--- config.mk ---
export PLATFORM = sky130hd
export DESIGN_NAME = slave_request_arbiter
export DESIGN_NICKNAME = d
export VERILOG_FILES = /design/src/rtl/bus_pkg.sv /design/src/rtl/rr_priority_picker.sv /design/src/rtl/slave_request_arbiter.sv
export SDC_FILE = /design/constraint.sdc
export NUM_CORES = 1
export LEC_CHECK = 0
export BUFFER_PORTS_ARGS = -buffer_cell sky130_fd_sc_hd__buf_4
export CELL_PAD_IN_SITES_DETAIL_PLACEMENT = 2
export CELL_PAD_IN_SITES_GLOBAL_PLACEMENT = 2
export CORE_MARGIN = 2
export CORE_UTILIZATION = 34
export DETAILED_ROUTE_END_ITERATION = 16
export PLACE_DENSITY_LB_ADDON = 0.1
export SYNTH_ARGS = -nofsm -noshare
export SYNTH_HDL_FRONTEND = slang
export SYNTH_SLANG_ARGS = --single-unit
--- constraint.sdc ---
create_clock -name clk -period 6 [get_ports clk]
set_input_delay 0 -clock clk [delete_from_list [all_inputs] [get_ports clk]]
set_output_delay 0 -clock clk [all_outputs]
set_load 0.05 [all_outputs]
--- src/rtl/bus_pkg.sv ---
// Shared definitions for the slave-side request arbiters.
package bus_pkg;

  localparam int QTY_OF_DEVICES = 4;
  localparam int QTY_OF_MASTERS = 4;

  typedef enum logic {ARB_IDLE, ARB_BUSY} arb_state_t;

  // Index of the highest set bit; callers pass a one-hot (or zero) vector.
  function automatic int unsigned onehot_to_idx(input logic [31:0] onehot);
    int unsigned idx;
    idx = 0;
    for (int i = 0; i < 32; i++) begin
      if (onehot[i]) idx = unsigned'(i);
    end
    return idx;
  endfunction

endpackage

--- src/rtl/rr_priority_picker.sv ---
// Round-robin winner selection: rotate the requests so ptr sits at bit 0,
// isolate the lowest set bit, then rotate the index back.
module rr_priority_picker #(
  parameter int N = bus_pkg::QTY_OF_MASTERS,
  localparam int W = $clog2(N)
) (
  input  logic [N-1:0] req,
  input  logic [W-1:0] ptr,
  output logic [N-1:0] win,
  output logic [W-1:0] idx
);
  import bus_pkg::*;

  logic [2*N-1:0] dbl;
  logic [N-1:0]   rot;
  logic [N-1:0]   first;
  int unsigned    sum;

  always_comb begin
    dbl   = {req, req} >> ptr;
    rot   = dbl[N-1:0];
    first = rot & (~rot + N'(1));
    sum   = 32'(ptr) + onehot_to_idx(32'(first));
    if (sum >= unsigned'(N)) sum = sum - unsigned'(N);
    win = '0;
    idx = '0;
    if (|req) begin
      win = N'(1) << sum;
      idx = W'(sum);
    end
  end

endmodule

--- src/rtl/slave_request_arbiter.sv ---
// Per-slave round-robin arbiter with ack/withdraw/watchdog release.
// state    | meaning
// ARB_IDLE | no grant; pick the next winner from rr_ptr on any request
// ARB_BUSY | grant held for master_id until ack, withdraw or watchdog
module slave_request_arbiter #(
  parameter int QTY_OF_MASTERS = bus_pkg::QTY_OF_MASTERS,
  parameter int TIMEOUT_CYCLES = 255
) (
  input  logic                              clk,
  input  logic                              rst_n,
  input  logic [QTY_OF_MASTERS-1:0]         request_from_masters,
  input  logic                              slave_ack,
  output logic [QTY_OF_MASTERS-1:0]         grant,
  output logic                              grant_valid,
  output logic [$clog2(QTY_OF_MASTERS)-1:0] master_id,
  output logic                              timeout_err
);
  import bus_pkg::*;

  localparam int IW = $clog2(QTY_OF_MASTERS);
  localparam int CW = (TIMEOUT_CYCLES > 0) ? $clog2(TIMEOUT_CYCLES + 1) : 1;

  arb_state_t                state;
  logic [IW-1:0]             rr_ptr;
  logic [QTY_OF_MASTERS-1:0] pick_win;
  logic [IW-1:0]             pick_idx;
  logic                      timeout_hit;
  logic                      withdraw;
  logic                      release_now;

  rr_priority_picker #(.N(QTY_OF_MASTERS)) u_picker (
    .req (request_from_masters),
    .ptr (rr_ptr),
    .win (pick_win),
    .idx (pick_idx)
  );

  assign withdraw    = ~|(request_from_masters & grant);
  assign release_now = slave_ack | withdraw | timeout_hit;

  // Counter equals the number of completed BUSY cycles; fire as the last allowed one ends.
  generate
    if (TIMEOUT_CYCLES > 0) begin : g_wd
      logic [CW-1:0] wd_cnt;
      always_ff @(posedge clk) begin
        if (!rst_n)                                wd_cnt <= '0;
        else if (state == ARB_IDLE)                wd_cnt <= '0;
        else if (wd_cnt != CW'(TIMEOUT_CYCLES))    wd_cnt <= wd_cnt + CW'(1);
      end
      assign timeout_hit = (state == ARB_BUSY) && (wd_cnt == CW'(TIMEOUT_CYCLES - 1));
    end else begin : g_no_wd
      assign timeout_hit = 1'b0;
    end
  endgenerate

  always_ff @(posedge clk) begin
    if (!rst_n) begin
      state       <= ARB_IDLE;
      grant       <= '0;
      grant_valid <= 1'b0;
      master_id   <= '0;
      timeout_err <= 1'b0;
      rr_ptr      <= '0;
    end else begin
      timeout_err <= 1'b0;
      case (state)
        ARB_IDLE: begin
          if (|request_from_masters) begin
            grant       <= pick_win;
            grant_valid <= 1'b1;
            master_id   <= pick_idx;
            state       <= ARB_BUSY;
          end
        end
        ARB_BUSY: begin
          if (release_now) begin
            grant       <= '0;
            grant_valid <= 1'b0;
            master_id   <= '0;
            state       <= ARB_IDLE;
            rr_ptr      <= (master_id == IW'(QTY_OF_MASTERS - 1)) ? '0 : master_id + IW'(1);
            // An ack or a withdraw on the same cycle makes this an orderly release.
            timeout_err <= timeout_hit & ~slave_ack & ~withdraw;
          end
        end
      endcase
    end
  end

  a_onehot: assert property (@(posedge clk) $onehot0(grant));
  a_valid:  assert property (@(posedge clk) grant_valid == (|grant));
  a_busy:   assert property (@(posedge clk) (grant != '0) == (state == ARB_BUSY));

endmodule

* Word-level counts from Yosys, hierarchy flattened *
Cells that the tools add are included.

storage, ports and cells
  register bits = 19
  input port bits = 7
  output and inout port bits = 8
  logic and storage cells = 54

operators by class
  add/subtract/negate cells = 5
  $lt $le $gt $ge = 1
  equal/unequal tests = 5
  shift operators = 2
  mux-type cells = 17
  bitwise logic cells = 9
  reductions and logical operators = 8

operators with widths
  cell                     count
  $ge A32 B3 Y1 const B    1
  $mux W32                 1
  $shl A1 B32 Y4 const A   1
  $sub A32 B3 Y32 const B  1
  $mux W2                  5
  $add A8 B1 Y8 const B    1
  $and A4 B4 Y4            2
  $eq A8 B8 Y1 const B     1
  $mux W4                  2
  $ne A8 B8 Y1 const B     1
  $pmux W4 S2              1
  $reduce_or A4 Y1         2
  $shr A8 B2 Y4            1
  $reduce_and A2 Y1        3
  $mux W1                  5
  $add A4 B1 Y4 const B    1
  $ne A2 B1 Y1 const B     2
  $not A4 Y4               1
  $pmux W1 S2              2
  $pmux W2 S2              1
  $add A2 B2 Y3            1
  $reduce_and A3 Y1        1
  $add A2 B1 Y2 const B    1
  $and A1 B1 Y1            2
  other kinds (5)          7

* Depth between registers and ports, before layout *
Gate-level depths: netlist of the first run.

  word-level depth = 13
  gate-level depth with buffers = 11
  gate-level depth less buffers = 10

* Cells and area by module *
Synthesis of the first run repeated with hierarchy kept, for this count alone.

second synthesis, totals
  cells, all modules = 140
  area, all modules = 1186.1 µm²

by module, submodules not included
  module                 times used  cells each  area an instance (µm²)  seq. area each (µm²)
  slave_request_arbiter  1           99          880.8                   380.4
  rr_priority_picker     1           41          305.3                   0.0

* Worst setup path before layout of the first run *
Ideal clock, no wire load.

  path kind = register -> register
  start point = register rr_ptr[0]
  end point = register grant[0]
  setup time = 62 ps
  arrival = 2139 ps
  data required time = 5938 ps
  slack = 3799 ps
  stages on the path, launching flop included = 9
  path buffers = 1
  clock period less this slack = 2201 ps
  path through = dfxtp_1 > clkbuf_1 > or4_1 > o2111ai_1 > ha_1 > or4_1 > nor2_1 > o21ai_0 > nand3_1

between the ends
  cells in the longest elaborated chain, start to end = 13
  elaborated cells on any way between the ends = 14
  those cells by class = 3 x add/sub; 1 x order compare; 2 x shift; 6 x mux; 2 x bitwise

ends and longest elaborated chain
  item                                              RTL line                     source
  start: declaration                                slave_request_arbiter.sv:24  logic [IW-1:0] rr_ptr;
  start signal: assignment                          slave_request_arbiter.sv:81  rr_ptr <= (master_id == IW'(QTY_OF_MASTERS - 1)) ? '0 : master_id + IW'(1);
  $shr A8 B2 Y4                                     rr_priority_picker.sv:20     dbl = {req, req} >> ptr;
  $not A4 Y4                                        rr_priority_picker.sv:22     first = rot & (~rot + N'(1));
  $add A4 B1 Y4                                     rr_priority_picker.sv:22
  $and A4 B4 Y4                                     rr_priority_picker.sv:22
  $mux W1                                           bus_pkg.sv:14                if (onehot[i]) idx = unsigned'(i);
  $mux W2 (2 in series)                             bus_pkg.sv:14
  $add A2 B2 Y3 (*)                                 rr_priority_picker.sv:23     sum = 32'(ptr) + onehot_to_idx(32'(first));
  $sub A32 B3 Y32 or $ge A32 B3 Y1 (tied branches)  rr_priority_picker.sv:24     if (sum >= unsigned'(N)) sum = sum - unsigned'(N);
  $mux W32 (*)                                      rr_priority_picker.sv:24
  $shl A1 B32 Y4 (*)                                rr_priority_picker.sv:28     win = N'(1) << sum;
  $mux W4 (*)                                       slave_request_arbiter.sv:68  if (|request_from_masters) begin
  $pmux W4 S2 (*)                                   slave_request_arbiter.sv:66  case (state)
  end signal: assignment                            slave_request_arbiter.sv:69  grant <= pick_win;
  end: declaration                                  slave_request_arbiter.sv:13  output logic [QTY_OF_MASTERS-1:0] grant,

Every way passes the cells marked *; elsewhere a longest branch is shown, timed or not. The select of a mux whose other input is x is not followed.
A chain may end at the register's enable or synchronous reset.

* Worst setup path after layout of the first run *
  start point = register rr_ptr[0]
  end point = register grant[2]

Same word-level chain as after synthesis.

==> impl_metrics.csv, run 1 <==
group,metric,value,unit
floorplan,coreArea,0.00305,mm²
layout,area.growth.synth_to_final,13.0,%
power,power.switching,0.115,mW
clocking,clock-root-buffer,"clkbuf_4",
routing,viasPerCell,5.39,
routing,drc,0,
yosys,synth_nets,151,
grt,antenna_found_initial,0,
power,p_leak,0.483,nW
place,placed_cell_area,0.00120,mm²
yosys,synth_commonest_cells,"nor2_1 (22), dfxtp_1 (19), nand2_1 (14)",
critical_path,max_stage_delay,0.55,ns
yosys,ys_ff_latch,19,
clocking,clock_latency,0.29,ns
worst_hold_path,hp-start,"rst_n",
critical_path,cp-end-kind,"register",
floorplan,start_util,35.6,%
yosys,synth_area,0.00109,mm²
flow_run,cap_violations,0,
clocking,cts_sinks,19,
grt,grt_max_degree,12,
yosys,synth.most_common_cell,"nor2_1",
power,share_seq_of_total_power,48.8,%
routing,wl_per_cell,15.7,µm
sta,max_clock_freq,428,MHz
layout,fin_cells,193,
critical_path,critPathBufInv,0,
sta,setup_tns,0,ns
yosys,yosysUniqueCellTypes,37,
outcome,status,"finished, final reports clean",
sta,fin_skew,0.00514,ns
clocking,htreeDepth,1,
clocking,cts_setup_buffers,0,
floorplan,io_pins,15,
yosys,synth_edf_count,0,
yosys,syn_inst,140,
sta,tightest_slew,0.495,ns
yosys,synth.avg_cell_area,7.76,µm²
critical_path,start_kind,"register",
grt,grt_pass1_wl,5090,µm
yosys,ys.flop_type,"dfxtp_1",
worst_hold_path,hold_depth,3,
place,dp_cells,189,
clocking,cts_resized,0,
layout,fin_nets,161,
grt,grt_pass1_vias,1129,
place,place_ws,3.69,ns
sta,fin_crit,2.33,ns
yosys,synth_top_area_share,35.0,%
critical_path,slowest_stage,"or4_1",
sta,setup_viol,0,
routing,firstDrtPassIters,2,
clocking,clock_path_buffers,2,
critical_path,critPathTopFamily,"simple AND/OR/NAND/NOR gates",
clocking,holdBufCountCts,0,
yosys,yosysSeqAreaShare,35.0,%
routing,num_vias,1040,
sta,fin_crit_sh,38.9,%
critical_path,required,6.24,ns
critical_path,r2r_setup_slack,3.67,ns
sta,setup_ws,3.67,ns
power,finalPower,0.310,mW
floorplan,rows,20,
worst_hold_path,hp-class,"in2reg",
critical_path,worstReg2RegStart,"rr_ptr[0]",
worst_hold_path,hold_end,"grant_valid",
power,power.internal,0.195,mW
critical_path,path_class,"reg2reg",
layout,seq_area,380,µm²
sta,rsz0062_at_grt,"no",
yosys,synthTopCellsByArea,"dfxtp_1 (35%), nor2_1 (7.6%), nand3_1 (5.5%)",
critical_path,cp.arrival,2.57,ns
sta,hold_viol,0,
place,hpwl,2420,µm
routing,wirelength,3040,µm
power,sw_frac_of_total,37.2,%
layout,multiInputGateArea,653,µm²
power,combPwrFrac,30.6,%
routing,final_antenna_net_count,0,
critical_path,path_common_cell,"or4_1",
critical_path,rr_worst_depth,7,
clocking,cts_tree,"yes",
critical_path,reg2reg_to,"grant[2]",
floorplan,die_y,60.5,µm
layout,drive_above_1_share,14.1,%
floorplan,die_x,60.5,µm
place,gp_congestion,0.741,
yosys,synth_async_sr_flop_share,0,%
yosys,yosysWarnings,0,
sta,slew_headroom,66.7,%
routing,drtIter0Drc,49,
power,p_clk_share,20.6,%
clocking,cts_buffers,3,
power,vdd_drop_max,118,µV
sta,slew_viol_final,0,
layout,nFillCells,376,
layout,fin_area,0.00123,mm²
layout,num_antenna_cells,0,
place,port-buffer-count,14,
grt,grtUsageTotal,18.7,%
clocking,path_clk_slew,0.11,ns
critical_path,cp_max_fo,11,
power,powerDensity,253,mW/mm²
floorplan,die-area,0.00366,mm²
yosys,synth_top_cell_by_area,"dfxtp_1",
critical_path,cp_cell_sequence,"or4_1, o2111ai_1, ha_1, or4_1, nor2_1, o21ai_0, nand3_1",
grt,overflow,0,
how the worst max path moves through the flow:
stage / startpoint / slack (ns) / cells past startpoint / endpoint
6_report: rr_ptr[0] / 3.67 / 7 / grant[2]
5_1_grt: rr_ptr[0] / 3.55 / 10 / grant[2]
4_1_cts: rr_ptr[0] / 3.66 / 7 / grant[2]
3_5_place_dp: rr_ptr[0] / 3.69 / 7 / grant[2]
3_3_place_gp: rr_ptr[0] / 3.80 / 7 / grant[0]
2_1_floorplan: rr_ptr[0] / 3.80 / 8 / grant[0]
tightest hold or removal path: cells and delay by family:
family	cells	cell delay, ns
buffers and inverters	1	0.15
AND/OR/NAND/NOR	2	0.13
routing by layer:
layer	GRT usage, %	vias up	share of wire (%)
li1	-	524	-
met2	36.3	6	54
met3	2.56	2	1.3
met5	0	-	0
met1	20.7	508	44
met4	6.52	0	0.59
power groups by stage:
stage               clock network [mW]  registers, mW  logic (mW)
finish                          0.0640          0.151      0.0949
global route                    0.0758          0.153       0.103
CTS                             0.0685          0.152      0.0963
detailed placement                   0          0.154      0.0960
global placement                     0          0.153      0.0919
floorplan                            0          0.172      0.0489
cells by family after synthesis:
group	count (synthesis)	synth area share, %
compound gates	29	17.3
xor+xnor	6	4.84
fa+ha+maj	4	4.61
buf+inv	11	4.84
flops	19	35.0
mux	1	0.922
simple gates	70	32.5
area by class of cell:
| type | instances | area share, % |
|---|---|---|
| multi-input combinational | 110 | 53.2 |
| sequential | 19 | 31.0 |
| timing repair buffer | 14 | 8.56 |
| tap | 44 | 4.49 |
| clock buffer | 4 | 2.14 |
| inverter | 2 | 0.612 |
registers in the layout (all words and copies together), names as in the netlist:
signal / count
grant_valid: 1
g_wd.wd_cnt: 8
master_id: 2
rr_ptr: 2
grant: 4
state: 1
timeout_err: 1
through the flow:
stage,utilization (%),hold slack (ns)
6_report,40.2,0.0181
5_1_grt,40.2,0.0195
4_1_cts,40.2,0.00795
3_5_place_dp,39.3,0.329
3_3_place_gp,39.3,0.319
2_1_floorplan,-,0.209
placed cells by master, fill, tap and decap left out, types with 2 or more instances in the layout:
cell / n
nor2_1: 22
dfxtp_1: 19
nand2_1: 14
buf_4: 14
nand3_1: 12
a21oi_1: 7
o21ai_0: 7
nand4_1: 6
ha_1: 4
xnor2_1: 3
a21o_1: 3
xor2_1: 3
clkbuf_4: 3
inv_1: 2
o211ai_1: 2
or4_1: 2
o2111ai_1: 2
or2_2: 2
a22oi_1: 2
or3_1: 2
nor4_1: 2
(Power assumes the default switching activity.)
==> inputs of run 2 (changes only) <==
ABC_AREA = 1   (was not set)
CORE_UTILIZATION = 27   (was 34)
clock period = 1.9 ns   (was 6 ns; I/O delays follow)
==> run 2 against run 1 <==
Net effect: via count decreased by 2.1%; power rose to 4.3 times the previous value; combinational power rose to 5.7 times the previous value; final area grew 4.2%; highest routed layer unchanged; largest cell class unchanged.
==> impl_metrics.csv, run 2 <==
group,metric,value,unit
sta,slew_viol_final,0,
sta,setup_tns,0,ns
grt,antenna_found_initial,0,
layout,fin_area,0.00128,mm²
sta,fin_crit,1.73,ns
place,placed_cell_area,0.00119,mm²
critical_path,critPathBufInv,3,
clocking,clock-root-buffer,"clkbuf_8",
routing,m1WireLength,1280,µm
routing,wirelength,2890,µm
critical_path,rr_worst_depth,14,
place,gp_congestion,0.740,
yosys,synth.avg_cell_area,6.88,µm²
floorplan,start_util,27.7,%
critical_path,path_class,"reg2reg",
yosys,yosysSeqAreaShare,38.1,%
clocking,cts_buffers,3,
place,port-buffer-count,14,
floorplan,coreArea,0.00361,mm²
clocking,clock_latency,0.26,ns
clocking,cts_setup_buffers,0,
sta,fin_skew,0.00736,ns
yosys,synth_edf_count,0,
critical_path,cp-end-kind,"register",
layout,layout_commonest_cell,"nand2_1",
sta,max_clock_freq,579,MHz
grt,grt_pass1_vias,1062,
routing,viasPerCell,4.73,
flow_run,cap_violations,0,
yosys,yosysWarnings,0,
critical_path,start_kind,"register",
grt,overflow,0,
routing,firstDrtPassIters,4,
grt,grt_pass1_wl,4870,µm
layout,regMostFlops,"g_wd.wd_cnt",
sta,tightest_slew,0.379,ns
power,powerDensity,1040,mW/mm²
layout,drive_above_1_share,21.6,%
critical_path,slowest_stage,"dfxtp_4",
layout,final_cell_mix,"nand2_1 (31), nand3_1 (21), buf_4 (18)",
routing,highest_layer,"met4",
sta,setup_viol,0,
critical_path,cp_max_fo,6,
routing,num_vias,1018,
layout,area.growth.synth_to_final,28.2,%
floorplan,die_x,64.8,µm
critical_path,cp_num_cells,14,
critical_path,reg2reg_to,"grant[1]",
floorplan,die_y,64.8,µm
critical_path,max_stage_delay,0.37,ns
yosys,synth.most_common_cell,"nand2_1",
routing,wl_per_cell,13.5,µm
critical_path,worstReg2RegStart,"rr_ptr[0]",
power,p_leak,0.612,nW
critical_path,required,2.10,ns
critical_path,cp_cell_sequence,"inv_2, nand2_2, nand3_1, nand2_1, nand3_1, a21boi_1, ha_2, xor2_2, inv_1, nand3_2, nand2_4, inv_1, nand2_1, a21oi_2",
yosys,synth_top_area_share,38.1,%
critical_path,critPathTopFamily,"simple AND/OR/NAND/NOR gates",
routing,drc,0,
yosys,synth_nets,156,
power,finalPower,1.33,mW
floorplan,io_pins,15,
routing,final_antenna_net_count,0,
place,hpwl,2310,µm
yosys,synth_area,997,µm²
clocking,path_clk_slew,0.08,ns
sta,slew_headroom,74.6,%
layout,largest_register_ffs,8,
power,vdd_drop_max,232,µV
critical_path,r2r_setup_slack,0.17,ns
yosys,ys_ff_latch,19,
grt,grtUsageTotal,15.3,%
sta,hold_viol,0,
sta,fin_crit_sh,91.0,%
yosys,ys.flop_type,"dfxtp_1",
yosys,synth_top_cell_by_area,"dfxtp_1",
yosys,synthTopCellsByArea,"dfxtp_1 (38%), nand2_1 (12%), nand3_1 (11%)",
layout,post-route-util,35.5,%
clocking,cts_sinks,19,
clocking,cts_tree,"yes",
critical_path,crit_start,"rr_ptr[0]",
worst_hold_path,hp-class,"in2reg",
critical_path,crit_path_end,"grant[1]",
yosys,synth_commonest_cells,"nand2_1 (33), nand3_1 (22), dfxtp_1 (19)",
routing,wl_met3,51,µm
worst_hold_path,hp-start,"rst_n",
layout,biggestRegsByFlops,"g_wd.wd_cnt (8), grant (4)",
layout,fin_nets,179,
routing,wl_met2,1520,µm
floorplan,rows,22,
clocking,clock_path_buffers,2,
clocking,htreeDepth,1,
yosys,syn_inst,145,
grt,grt_max_degree,12,
routing,drtIter0Drc,31,
outcome,status,"finished, final reports clean",
layout,num_antenna_cells,0,
yosys,synth_async_sr_flop_share,0,%
sta,rsz0062_at_grt,"no",
yosys,yosysUniqueCellTypes,19,
floorplan,die-area,0.00420,mm²
critical_path,cp.arrival,1.93,ns
==> run 2: worst min-delay path, delay by kind of cell <==
family	cells	cell delay [ns]
simple gates	2	0.15
buf+inv	1	0.10
==> run 2: cell families after synthesis <==
logic type               count (synthesis)  synth area share, %
AND/OR/NAND/NOR                         74                 32.4
AO/OA/AOI/OAI                           21                 11.2
buffers and inverters                   21                 8.03
flip-flops                              19                 38.1
XOR/XNOR                                 6                 5.27
adder cells (fa/ha/maj)                  4                 5.02
==> run 2: layout make-up <==
| cell class | instances | area, µm² |
|---|---|---|
| inverters | 20 | 75.1 |
| clock buffers | 3 | 41.3 |
| clock inverters | 1 | 5.00 |
| multi-input cells | 105 | 567 |
| flip-flops and latches | 19 | 385 |
| repair buffers | 19 | 145 |
| well taps | 48 | 60.1 |
| fillers | 441 | 2330 |
==> run 2: worst min path at each step <==
| stage | end | slack [ns] | cells past startpoint |
|---|---|---|---|
| final | state | 0.02 | 3 |
| after global routing | state | 0.04 | 3 |
| after CTS | state | 0.03 | 3 |
| after detailed placement | timeout_err | 0.19 | 2 |
| after global placement | timeout_err | 0.19 | 2 |
| after floorplan | timeout_err | 0.08 | 1 |
==> run 2: power by group <==
group	internal (mW)	switching [mW]	total (mW)
sequential	0.448	0.0547	0.503
clock	0.146	0.143	0.289
combinational	0.190	0.352	0.542
total	0.784	0.549	1.33
==> run 2: layer usage <==
layer | track usage, % | up-vias
met5 | 0 | -
met4 | 6.38 | 0
met3 | 2.60 | 5
met2 | 27.7 | 8
met1 | 17.6 | 491
li1 | - | 514
==> run 2: timing repair <==
item / 4_1_cts / 5_1_grt
pin swaps: 0 / 5
hold buffers: 1 / 0
endpoints found under the hold margin: 1 / 0
gates resized for setup: 1 / 11
endpoints found under the setup margin: 4 / 6
==> run 2: through the flow <==
stage	instances	hold slack (ns)	setup slack [ns]
2_1_floorplan	145	0.0786	0.153
3_3_place_gp	210	0.195	0.0633
3_5_place_dp	210	0.189	-0.0219
4_1_cts	215	0.0287	0.00243
5_1_grt	215	0.0387	0.0121
6_report	215	0.0228	0.171
